==> src/rtl/div_issue_if.sv <==
// Operand, divider and result signals of the div_issue stage.
// The master side is the surrounding datapath (producer, divider, consumer).
interface div_issue_if #(
    parameter int WIDTH = 4
);
    logic             in_valid;
    logic             in_ready;
    logic [WIDTH-1:0] in_a;
    logic [WIDTH-1:0] in_b;
    logic [WIDTH-1:0] div_in1;
    logic [WIDTH-1:0] div_in2;
    logic [WIDTH-1:0] div_out;
    logic             res_valid;
    logic             res_ready;
    logic [WIDTH-1:0] res_q;
    logic [WIDTH-1:0] res_r;
    logic             res_dbz;
    logic [7:0]       dbz_cnt;

    modport master (
        output in_valid, in_a, in_b, div_out, res_ready,
        input  in_ready, div_in1, div_in2, res_valid, res_q, res_r, res_dbz, dbz_cnt
    );

    modport slave (
        input  in_valid, in_a, in_b, div_out, res_ready,
        output in_ready, div_in1, div_in2, res_valid, res_q, res_r, res_dbz, dbz_cnt
    );
endinterface

==> src/rtl/div_issue.sv <==
// Operand FIFO feeding a combinational divider, with a registered result slot
// holding quotient, locally computed remainder and divide-by-zero flag.
module div_issue #(
    parameter int WIDTH = 4,
    parameter int DEPTH = 2
) (
    input  logic        clk,
    input  logic        rst,
    div_issue_if.slave  bus
);
    localparam int PW = (DEPTH > 1) ? $clog2(DEPTH) : 1;
    localparam int CW = $clog2(DEPTH + 1);

    function automatic logic [7:0] sat_inc8(input logic [7:0] v);
        return (v == 8'hFF) ? v : v + 8'd1;
    endfunction

    logic [WIDTH-1:0] r_mem_a [DEPTH];
    logic [WIDTH-1:0] r_mem_b [DEPTH];
    logic [PW-1:0]    r_wr_ptr;
    logic [PW-1:0]    r_rd_ptr;
    logic [CW-1:0]    r_count;
    logic             r_in_ready;
    logic             r_res_valid;
    logic [WIDTH-1:0] r_res_q;
    logic [WIDTH-1:0] r_res_r;
    logic             r_res_dbz;
    logic [7:0]       r_dbz_cnt;

    logic             w_empty;
    logic             w_push;
    logic             w_fire;
    logic [WIDTH-1:0] w_head_a;
    logic [WIDTH-1:0] w_head_b;
    logic             w_b_zero;
    logic [WIDTH-1:0] w_q;
    logic [WIDTH-1:0] w_prod;
    logic [WIDTH-1:0] w_r;
    logic [CW-1:0]    w_count_nxt;

    always_comb begin
        w_empty  = (r_count == '0);
        w_head_a = w_empty ? '0 : r_mem_a[r_rd_ptr];
        w_head_b = w_empty ? '0 : r_mem_b[r_rd_ptr];
        w_push   = bus.in_valid && r_in_ready;
        w_fire   = !w_empty && (!r_res_valid || bus.res_ready);
        w_b_zero = (w_head_b == '0);
        // q*b never exceeds a, so a WIDTH-bit product is exact
        w_q      = w_b_zero ? '1 : bus.div_out;
        w_prod   = w_q * w_head_b;
        w_r      = w_b_zero ? w_head_a : w_head_a - w_prod;
        w_count_nxt = r_count;
        if (w_push && !w_fire)
            w_count_nxt = r_count + CW'(1);
        else if (w_fire && !w_push)
            w_count_nxt = r_count - CW'(1);
    end

    always_ff @(posedge clk) begin
        if (w_push) begin
            r_mem_a[r_wr_ptr] <= bus.in_a;
            r_mem_b[r_wr_ptr] <= bus.in_b;
        end
    end

    // Stage boundary: FIFO control and result slot
    always_ff @(posedge clk) begin
        if (rst) begin
            r_wr_ptr    <= '0;
            r_rd_ptr    <= '0;
            r_count     <= '0;
            r_in_ready  <= 1'b1;
            r_res_valid <= 1'b0;
            r_res_q     <= '0;
            r_res_r     <= '0;
            r_res_dbz   <= 1'b0;
            r_dbz_cnt   <= '0;
        end else begin
            if (w_push)
                r_wr_ptr <= r_wr_ptr + PW'(1);
            if (w_fire)
                r_rd_ptr <= r_rd_ptr + PW'(1);
            r_count    <= w_count_nxt;
            r_in_ready <= (w_count_nxt != CW'(DEPTH));
            if (w_fire) begin
                r_res_valid <= 1'b1;
                r_res_q     <= w_q;
                r_res_r     <= w_r;
                r_res_dbz   <= w_b_zero;
                if (w_b_zero)
                    r_dbz_cnt <= sat_inc8(r_dbz_cnt);
            end else if (bus.res_ready) begin
                r_res_valid <= 1'b0;
            end
        end
    end

    assign bus.in_ready  = r_in_ready;
    assign bus.div_in1   = w_head_a;
    assign bus.div_in2   = w_head_b;
    assign bus.res_valid = r_res_valid;
    assign bus.res_q     = r_res_q;
    assign bus.res_r     = r_res_r;
    assign bus.res_dbz   = r_res_dbz;
    assign bus.dbz_cnt   = r_dbz_cnt;
endmodule

==> src/flat_wrapper.sv <==
// flat-port wrapper written by rule: the top's interface ports become plain ports
module div_issue_flat 
#(
    parameter int WIDTH = 4,
    parameter int DEPTH = 2
)
  (clk, rst, bus_in_valid, bus_in_a, bus_in_b, bus_div_out, bus_res_ready, bus_in_ready, bus_div_in1, bus_div_in2, bus_res_valid, bus_res_q, bus_res_r, bus_res_dbz, bus_dbz_cnt);
  div_issue_if #(.WIDTH(WIDTH)) bus_i ();
  input  logic clk;
  input  logic rst;
  input wire logic [$bits(bus_i.in_valid)-1:0] bus_in_valid;
  input wire logic [$bits(bus_i.in_a)-1:0] bus_in_a;
  input wire logic [$bits(bus_i.in_b)-1:0] bus_in_b;
  input wire logic [$bits(bus_i.div_out)-1:0] bus_div_out;
  input wire logic [$bits(bus_i.res_ready)-1:0] bus_res_ready;
  output wire logic [$bits(bus_i.in_ready)-1:0] bus_in_ready;
  output wire logic [$bits(bus_i.div_in1)-1:0] bus_div_in1;
  output wire logic [$bits(bus_i.div_in2)-1:0] bus_div_in2;
  output wire logic [$bits(bus_i.res_valid)-1:0] bus_res_valid;
  output wire logic [$bits(bus_i.res_q)-1:0] bus_res_q;
  output wire logic [$bits(bus_i.res_r)-1:0] bus_res_r;
  output wire logic [$bits(bus_i.res_dbz)-1:0] bus_res_dbz;
  output wire logic [$bits(bus_i.dbz_cnt)-1:0] bus_dbz_cnt;
  assign bus_i.in_valid = bus_in_valid;
  assign bus_i.in_a = bus_in_a;
  assign bus_i.in_b = bus_in_b;
  assign bus_i.div_out = bus_div_out;
  assign bus_i.res_ready = bus_res_ready;
  assign bus_in_ready = bus_i.in_ready;
  assign bus_div_in1 = bus_i.div_in1;
  assign bus_div_in2 = bus_i.div_in2;
  assign bus_res_valid = bus_i.res_valid;
  assign bus_res_q = bus_i.res_q;
  assign bus_res_r = bus_i.res_r;
  assign bus_res_dbz = bus_i.res_dbz;
  assign bus_dbz_cnt = bus_i.dbz_cnt;
  div_issue #(.WIDTH(WIDTH), .DEPTH(DEPTH)) u_core (.clk(clk), .rst(rst), .bus(bus_i));
endmodule
==> config.mk <==
export PLATFORM = sky130hd
export DESIGN_NAME = div_issue_flat
export DESIGN_NICKNAME = d
export VERILOG_FILES = /design/src/rtl/div_issue_if.sv /design/src/rtl/div_issue.sv /design/src/flat_wrapper.sv
export SDC_FILE = /design/constraint.sdc
export NUM_CORES = 1
export LEC_CHECK = 0
export BUFFER_PORTS_ARGS = -buffer_cell sky130_fd_sc_hd__clkbuf_2
export CORE_ASPECT_RATIO = 0.6
export CORE_MARGIN = 3
export CORE_UTILIZATION = 35
export DETAILED_ROUTE_END_ITERATION = 7
export PLACE_DENSITY = 0.57
export SYNTH_ARGS = -nofsm -noshare
export SYNTH_HDL_FRONTEND = slang
export SYNTH_SLANG_ARGS = --single-unit
==> constraint.sdc <==
create_clock -name clk -period 3.2 [get_ports clk]
set_input_delay 0.32 -clock clk [delete_from_list [all_inputs] [get_ports clk]]
set_output_delay 0.32 -clock clk [all_outputs]
set_load 0.05 [all_outputs]
==> key figures, run 1 <==
Die
  – Die Height: around 64 um
  – Core Area: 5230 um^2
  – Starting Density: roughly 37%
  – Die X-Extent: between 100 and 150 um
  – FP Rows: 20
  – DIE AREA: 6542 um^2
  – Ports: 43

Clocking
  – Worst-Skew Late Latency: ~0.28 ns
  – Cts bufs inserted: 5
  – CTS tree: built
  – Clk sinks: 40
  – CTS Buffer Depth: 2
  – CTS Root Cell: clkbuf_8
  – Post-CTS Hold Fix Bufs: 0
  – Htree depth: 2
  – Worst-path clk slew: around 0.080 ns

Global route
  – Largest net degree at the start of global routing: 25
  – Vias in the first global route: roughly 1400
  – First-pass GRT wire length: 7.127 mm
  – Aggregate global routing overflow: 0
  – Tot GR Track Use: 14.02%
  – Initial antenna violation count: 0

Drt
  – WL per Instance: 14.34 um
  – Met3 wire length: 160 um
  – Drt via density: 4.868
  – Antenna Nets Post-Route: 0
  – Final WL: 4.360 mm
  – DRC viols: 0
  – Metal2 WL: 1.787 mm
  – Top layer in use: met4
  – Drt pass-1 iters: 4
  – Routed via count: 1480
  – Met1 WL: 2.400 mm
  – Initial DRC Count: between 40 and 50

STA
  – Fin. Hold Viols: 0
  – Final setup skew: 0.003522 ns
  – Final WS setup: between 0.15 and 0.2 ns
  – Slew margin rel.: between 40 and 50%
  – Worst slew pin tran: between 0.7 and 0.8 ns
  – Final hold slack: 0.2236 ns
  – Post-route minimum period: 3.041 ns
  – Max Freq: 328.8 MHz
  – Setup violators final: 0
  – Fin Setup TNS: 0 ns
  – Max-slew violations: 0
  – Period utilisation layout: a little over nine tenths

Setup path
  – Max incr delay on CP: about 0.50 ns
  – Most used cell along the critical path: ha_1
  – CP Max Fanout: 5
  – WP buf/inv: 2
  – Crit path max-delay family: adder cells
  – Critical Path RT: 3.39 ns
  – Worst Setup Path Type: flop to flop
  – Crit. End Element: flop
  – Crit path DAT: approximately 3.2 ns
  – Crit-path cells: mux2i_4 -> nor2_4 -> buf_4 -> and2_1 -> ha_1 -> fa_1 -> inv_1 -> ha_1 -> a21o_1 -> a21oi_2 -> xnor3_1 -> o41ai_2
  – Setup crit start kind: flop
  – CP max stage cell: fa_1

Finish
  – Fill cell count: 528
  – Finished Cell Area: 2474 um^2
  – Layout Cells excl Fill: slightly above 300
  – Share of post-route cells with drive strength above 1: 33.19%
  – Commonest non-fill, non-tap cell in the layout: clkbuf_2
  – Fin util: a little under half
  – Ant diodes: 0
  – Commonest cells after routing, fill and taps aside: clkbuf_2 (42), nor2_1 (23), dfxtp_1 (23), nand2_1 (18), edfxtp_1 (16)
  – Fin nets: 263
  – Area grow syn2layout: 26.65%

Place
  – Routability Congestion: approximately 0.76
  – Placed insts: 296
  – Area after DPL: 2310 um^2
  – Buffers on Ports: 42
  – Dpl hpwl: 3.398 mm
  – Placement Setup Slack: 0.01291 ns

Pwr
  – Leakage power figure: 1.027 nW
  – Total power: about 2.7 mW
  – P per Cell Area: 1092 nW/um^2
  – Worst vdd ir: 0.3190 mV

Synthesis
  – Yosys top cell area share: 24.60%
  – Cell variety after synth: 35
  – Top FF cell, synth: dfxtp_1
  – Sequential-to-total area share from yosys stat: 49.20%
  – Synth Area per Inst: 10.39 um^2
  – Warnings, synthesis: 0
  – Synth area leaders: dfxtp_1 (25%), edfxtp_1 (25%), mux2i_1 (5.6%)
  – Post-Syn Area: 1953 um^2
  – FF+latch count, synth: 40
  – Number of flops mapped to enable cells by yosys: 16
  – FFs w/ async S/R, synth: 0%
  – Synth Net Count: 214
  – Post-Synthesis Cells: roughly 190
  – Largest area contributor in the synthesized netlist: dfxtp_1

Run status
  – Outcome: complete, no violations

Run
  – Max Cap Violations: 0

Hold path
  – Type of the worst min-delay path: primary input to flop
## final cells by class
| cell class | instances | area [um^2] | share of cell area (%) |
|---|---|---|---|
| clock buffers | 8 | 90.09 | 3.642 |
| well taps | 66 | 82.58 | 3.338 |
| flip-flops and latches | 40 | 964.7 | 39.00 |
| repair buffers | 50 | 270.3 | 10.93 |
| inverters | 7 | 26.28 | 1.062 |
| multi-input cells | 133 | 1040 | 42.03 |
## cell usage after synthesis, types with 5 or more instances
library cell	count
mux2i_1	11
o21ai_0	6
inv_1	7
xnor2_1	6
edfxtp_1	16
a21oi_1	9
nor2_1	27
clkbuf_1	6
a211oi_1	5
nand2_1	18
dfxtp_1	24
xor2_1	7
ha_1	7
## kinds of logic (layout without fill, tap and decap cells)
| logic type | count (synthesis) | in the layout | share of synthesized area [%] |
|---|---|---|---|
| AO/OA/AOI/OAI | 24 | 24 | 7.816 |
| XOR/XNOR | 15 | 15 | 8.136 |
| adder cells (fa/ha/maj) | 12 | 12 | 8.584 |
| buffers and inverters | 15 | 65 | 3.331 |
| flip-flops | 40 | 40 | 49.20 |
| multiplexers | 12 | 12 | 6.214 |
| AND/OR/NAND/NOR | 70 | 70 | 16.72 |
## per-layer routing
| metal | global-route usage [%] | up-vias |
|---|---|---|
| met5 | 0 | - |
| met4 | 2.455 | 0 |
| met3 | 3.599 | 2 |
| met2 | 19.21 | 25 |
| met1 | 22.03 | 707 |
| li1 | - | 746 |
## final timing paths
kind	cells past startpoint	startpoint	to	slack, ns
worst max register to register	12	flop	u_core.bus.res_r[3]	0.16
worst max-delay path	12	flop	u_core.bus.res_r[3]	0.16
worst min register to register	2	u_core.bus.res_dbz	u_core.bus.res_dbz	0.46
worst min-delay path	1	bus_in_a[0]	u_core.r_mem_a[0][0]	0.22
## power by group
part           total [mW]  switching [mW]  internal (mW)  leakage, nW
logic                1.62            1.03          0.588        0.634
registers           0.738          0.0763          0.662        0.347
clock network       0.344           0.168          0.176       0.0455
total                2.70            1.28           1.43         1.03
## flip-flops by register name, summed over array words and instances, names as in the netlist, named ones only
name,flops
u_core.r_mem_b,8
u_core.r_wr_ptr,1
u_core.bus.dbz_cnt,8
u_core.bus.res_valid,1
u_core.bus.res_dbz,1
u_core.r_count,2
u_core.r_rd_ptr,1
u_core.bus.res_q,4
u_core.bus.in_ready,1
u_core.bus.res_r,4
u_core.r_mem_a,8
## timing repair
action,CTS,global route
setup buffers,0,0
endpoints found under the setup margin,1,1
pin swaps,0,1
gates resized for setup,1,13
(Power assumes the default switching activity.)
==> inputs of run 2 (changes only) <==
- ABC_CLOCK_PERIOD_IN_PS: not set -> 3300
- PLACE_DENSITY: 0.57 -> 0.55
- clock period: 3.2 -> 3.3 ns (I/O delays scaled with it)
==> run 2 against run 1 <==
Setup slack gained 0.085 ns. Flip-flop and latch count unchanged. Power is 7.3% lower. Non-clock buffer count decreased by 1. Clock skew is 0.0037 ns higher. Combinational power shrank 8%. Clock power is 8.1% lower. Clock-buffer cell count shrank 1. Design area is 3.4% lower. Global-route usage fell by 0.37 points.
==> key figures, run 2 (synthesized netlist as in run 1, its figures left out) <==
Hold path
  – Hold path start: bus_in_b[3]
  – Type of the worst min-delay path: primary input to flop

Run
  – Max Cap Violations: 0

Drt
  – Drt pass-1 iters: 4
  – Antenna Nets Post-Route: 0
  – Routed via count: about 1400
  – Initial DRC Count: 40
  – Drt via density: 4.746
  – WL per Instance: 13.65 um
  – Final WL: 4.136 mm
  – DRC viols: 0

Finish
  – Layout Cells excl Fill: 303
  – Finished Cell Area: 2389 um^2
  – Share of post-route cells with drive strength above 1: 30.38%
  – Fill cell count: 510
  – Multi-input gate area: ~1000 um^2
  – Commonest non-fill, non-tap cell in the layout: clkbuf_2
  – Fin nets: around 260
  – Register area: 962.2 um^2
  – Commonest cells after routing, fill and taps aside: clkbuf_2 (42), nor2_1 (23), dfxtp_1 (23), nand2_1 (18), edfxtp_1 (16)
  – Area grow syn2layout: 22.29%
  – Ant diodes: 0

STA
  – Slew margin rel.: 51.97%
  – Final hold slack: 0.2256 ns
  – Max-slew violations: 0
  – Unrepaired setup endpoints after global routing: no
  – Worst slew pin tran: 0.7178 ns
  – Post-route minimum period: 3.056 ns
  – Fin Setup TNS: 0 ns
  – Fin. Hold Viols: 0
  – Max Freq: 327.2 MHz
  – Setup violators final: 0
  – Final setup skew: 0.007192 ns
  – Period utilisation layout: 92.62%

Global route
  – Tot GR Track Use: between 10% and 20%
  – Initial antenna violation count: 0
  – Aggregate global routing overflow: 0
  – Vias in the first global route: 1357
  – Largest net degree at the start of global routing: 25
  – First-pass GRT wire length: approximately 6.7 mm

Clocking
  – Worst-Skew Late Latency: between 0.2 and 0.3 ns
  – Post-CTS Hold Fix Bufs: 0
  – CTS Buffer Depth: 2
  – Clk sinks: 40
  – Htree depth: 2
  – Cts bufs inserted: 5
  – CTS Root Cell: clkbuf_8
  – Worst-path clk slew: 0.07 ns
  – Setup Buffers After CTS: 0
  – CTS tree: built

Setup path
  – Setup crit start kind: flop
  – CP Max Fanout: 6
  – Worst Setup Path Type: flop to flop
  – Max incr delay on CP: 0.52 ns
  – Crit path depth: 12
  – Worst reg2reg setup slack: 0.24 ns
  – Crit path DAT: 3.25 ns
  – R2R depth: 12
  – Critical Path RT: approximately 3.5 ns
  – Reg2reg end: u_core.bus.res_r[3]
  – CP max stage cell: fa_1
  – WP buf/inv: 2
  – Crit-path cells: mux2i_2 -> nor2_4 -> buf_4 -> and2_1 -> ha_1 -> fa_1 -> inv_1 -> ha_1 -> a21o_1 -> a21oi_2 -> xnor3_1 -> o41ai_2
  – Most used cell along the critical path: ha_1
  – Critical Path End: u_core.bus.res_r[3]
  – Crit. End Element: flop
  – Crit path max-delay family: adder cells

Die
  – Core Area: ~5200 um^2
  – Die Height: 63.87 um
  – Die X-Extent: 102.4 um
  – Starting Density: 37.34%
  – FP Rows: 20
  – Ports: 43
  – DIE AREA: 6542 um^2

Place
  – Routability Congestion: 0.7709
  – Area after DPL: roughly 2300 um^2
  – Dpl hpwl: 3.176 mm
  – Buffers on Ports: 42
  – Placed insts: 295

Pwr
  – P per Cell Area: about 1000 nW/um^2
  – Leakage power figure: 1.012 nW
  – Worst vdd ir: 0.3798 mV
  – Total power: between 2 and 3 mW

Run status
  – Outcome: complete, no violations
run 2: power by group:
part	total (mW)	switching (mW)	leakage [nW]	internal [mW]
Clock	0.316	0.168	0.0422	0.149
Sequential	0.700	0.0611	0.347	0.639
Combinational	1.49	0.957	0.623	0.531
run 2: worst min-delay path by stage:
stage,endpoint,slack (ns),cells after the start
2_1_floorplan,u_core.bus.res_q[0],0.40,1
3_3_place_gp,u_core.bus.res_q[3],0.44,2
3_5_place_dp,u_core.bus.res_q[3],0.44,2
4_1_cts,u_core.r_mem_a[0][3],0.22,1
5_1_grt,u_core.r_mem_a[0][3],0.21,1
6_report,u_core.r_mem_b[1][3],0.23,1
run 2: per-layer routing:
layer	global-route usage, %	routed length (um)	vias up
li1	-	-	745
met1	19.80	2148	664
met2	18.41	1703	24
met3	4.580	228	5
met4	5.401	55	0
met5	0	0	-
run 2: area by class of cell:
| type | count | area share, % |
|---|---|---|
| clock inverters | 1 | 0.2095 |
| well taps | 66 | 3.457 |
| inverters | 7 | 1.100 |
| flip-flops and latches | 40 | 40.28 |
| multi-input cells | 133 | 40.75 |
| clock buffers | 7 | 3.195 |
| repair buffers | 49 | 11.00 |
run 2: repair_timing:
item / 4_1_cts / 5_1_grt
resized for setup: 0 / 6
endpoints found under the setup margin: 0 / 1
hold endpoints to repair: 0 / 0
run 2: metrics by stage:
stage	setup WS [ns]	util [%]
floorplan	0.008408	-
global placement	0.2029	43.73
detailed placement	0.1276	43.73
CTS	0.1053	45.29
global route	0.04136	45.67
finish	0.2435	45.67
==> inputs of run 3 (changes only) <==
- REMOVE_ABC_BUFFERS: not set -> 1
==> run 3 against run 2 <==
Sequential share of layout area shrank 0.95 points. Non-clock buffer count grew 5. Combinational power grew 4%. Critical path type unchanged. Critical endpoint unchanged. Design area grew 2.7%. Clock-buffer cell count shrank 2.
==> key figures, run 3 (synthesized netlist as in run 1, its figures left out) <==
Run status
  – Outcome: complete, no violations

Hold path
  – Type of the worst min-delay path: primary input to flop

STA
  – Max Freq: 322.3 MHz
  – Final hold slack: between 0.2 and 0.25 ns
  – Setup violators final: 0
  – Fin. Hold Viols: 0
  – Final setup skew: 0.009197 ns
  – Period utilisation layout: 94.03%
  – Slew margin rel.: approximately half
  – Unrepaired setup endpoints after global routing: no
  – Max-slew violations: 0
  – Worst slew pin tran: 0.7451 ns
  – Post-route minimum period: 3.103 ns

Clocking
  – Worst-Skew Late Latency: 0.29 ns
  – CTS Root Cell: clkbuf_8
  – Cts bufs inserted: 5
  – Worst-path clk slew: 0.08 ns
  – CTS Buffer Depth: 2
  – Htree depth: 2
  – Post-CTS Hold Fix Bufs: 0
  – Clk sinks: 40
  – CTS tree: built

Finish
  – Layout Cells excl Fill: between 300 and 400
  – Commonest non-fill, non-tap cell in the layout: clkbuf_2
  – Commonest cells after routing, fill and taps aside: clkbuf_2 (42), nor2_1 (24), dfxtp_1 (23), nand2_1 (18), edfxtp_1 (16)
  – Finished Cell Area: approximately 2500 um^2
  – Area grow syn2layout: 25.56%
  – Fin nets: between 200 and 300
  – Fin util: between 40 and 50%
  – Ant diodes: 0
  – Share of post-route cells with drive strength above 1: roughly a third

Drt
  – Routed via count: 1485
  – Metal2 WL: 1.852 mm
  – DRC viols: 0
  – Drt pass-1 iters: 4
  – Met1 WL: roughly 2.2 mm
  – Final WL: 4.218 mm
  – Antenna Nets Post-Route: 0
  – Met3 wire length: 178 um
  – Initial DRC Count: 26
  – WL per Instance: around 14 um
  – Top layer in use: met4
  – Drt via density: 4.821

Setup path
  – Setup crit start kind: flop
  – Crit-path cells: mux2i_1 -> nor2_4 -> buf_4 -> and2_1 -> ha_1 -> fa_1 -> inv_1 -> ha_1 -> a21o_1 -> a21oi_2 -> xnor3_1 -> o41ai_2
  – Critical Path RT: 3.50 ns
  – Crit path depth: 12
  – R2R depth: 12
  – Crit. End Element: flop
  – Max incr delay on CP: between 0.5 and 0.6 ns
  – Worst reg2reg setup slack: ~0.2 ns
  – Worst Setup Path Type: flop to flop
  – Critical Path End: u_core.bus.res_r[3]
  – Crit path max-delay family: adder cells
  – Crit path DAT: between 3 and 4 ns
  – WP buf/inv: 2
  – CP max stage cell: fa_1
  – CP Max Fanout: 5
  – Reg2reg end: u_core.bus.res_r[3]
  – Most used cell along the critical path: ha_1

Place
  – Dpl hpwl: approximately 3.2 mm
  – Placed insts: 299
  – Routability Congestion: between 0.7 and 0.8
  – Area after DPL: approximately 2300 um^2
  – Buffers on Ports: 42

Pwr
  – P_int: 1.359 mW
  – Worst vdd ir: 0.3786 mV
  – Total power: 2.580 mW
  – Clock power frac: 12.6%
  – Seq pwr share: 27.4%
  – Sw Share: 47.31%
  – P per Cell Area: 1052 nW/um^2
  – Gate power share: between 60% and 70%
  – P_sw: 1.220 mW
  – Leakage power figure: 1.038 nW

Die
  – Die X-Extent: 102.4 um
  – Ports: 43
  – Die Height: 63.87 um
  – DIE AREA: roughly 6500 um^2
  – Core Area: 5230 um^2
  – FP Rows: 20
  – Starting Density: between 30% and 40%

Global route
  – Largest net degree at the start of global routing: 25
  – Tot GR Track Use: ~14%
  – Aggregate global routing overflow: 0
  – First-pass GRT wire length: 7.203 mm
  – Vias in the first global route: between 1000 and 1500
  – Initial antenna violation count: 0

Run
  – Max Cap Violations: 0
-- run 3: changes by cell type in the layout (fill, tap and decap cells not counted), sizes merged --
cell      change
buf           +5
clkbuf        -2
clkinvlp      +2
-- run 3: area by class of cell --
type	instances	area, um^2
clock inverter	3	23.77
timing repair buffer	54	300.3
tap	66	82.58
fill	516	2778
inverter	7	26.28
multi-input combinational	133	985.9
clock buffer	5	68.82
sequential	40	964.7
-- run 3: worst min-delay path by stage --
stage | from | depth (start not counted) | to | slack [ns]
5_1_grt | bus_in_b[1] | 1 | u_core.r_mem_b[1][1] | 0.22
3_5_place_dp | u_core.bus.res_r[2] | 2 | u_core.bus.res_r[2] | 0.45
3_3_place_gp | u_core.bus.res_dbz | 2 | u_core.bus.res_dbz | 0.45
2_1_floorplan | rst | 1 | u_core.bus.dbz_cnt[3] | 0.40
6_report | bus_in_b[1] | 1 | u_core.r_mem_b[0][1] | 0.23
4_1_cts | bus_in_b[1] | 1 | u_core.r_mem_b[0][1] | 0.22
-- run 3: power groups by stage --
stage | logic, mW | clock network (mW) | registers, mW
final | 1.55 | 0.324 | 0.707
after global routing | 1.72 | 0.351 | 0.720
after CTS | 1.51 | 0.335 | 0.700
after detailed placement | 1.50 | 0 | 0.710
after global placement | 1.49 | 0 | 0.709
after floorplan | 0.903 | 0 | 0.904
-- run 3: what timing repair did --
action / 4_1_cts / 5_1_grt
gates resized for setup: 4 / 12
endpoints found under the setup margin: 1 / 1
setup buffers: 0 / 1
hold endpoints to repair: 0 / 0
pin swaps: 0 / 6
-- run 3: metrics by stage --
| stage | TNS (ns) | setup slack (ns) |
|---|---|---|
| after floorplan | -1.610 | -0.9283 |
| after global placement | 0 | 0.05011 |
| after detailed placement | -0.03946 | -0.03946 |
| after CTS | 0 | 0.004914 |
| after global routing | 0 | 0.009362 |
| final | 0 | 0.1968 |
-- run 3: per-layer routing --
layer	vias up	global-route usage, %
li1	753	-
met1	696	21.03
met2	34	19.86
met3	2	3.381
met4	0	2.946
met5	-	0
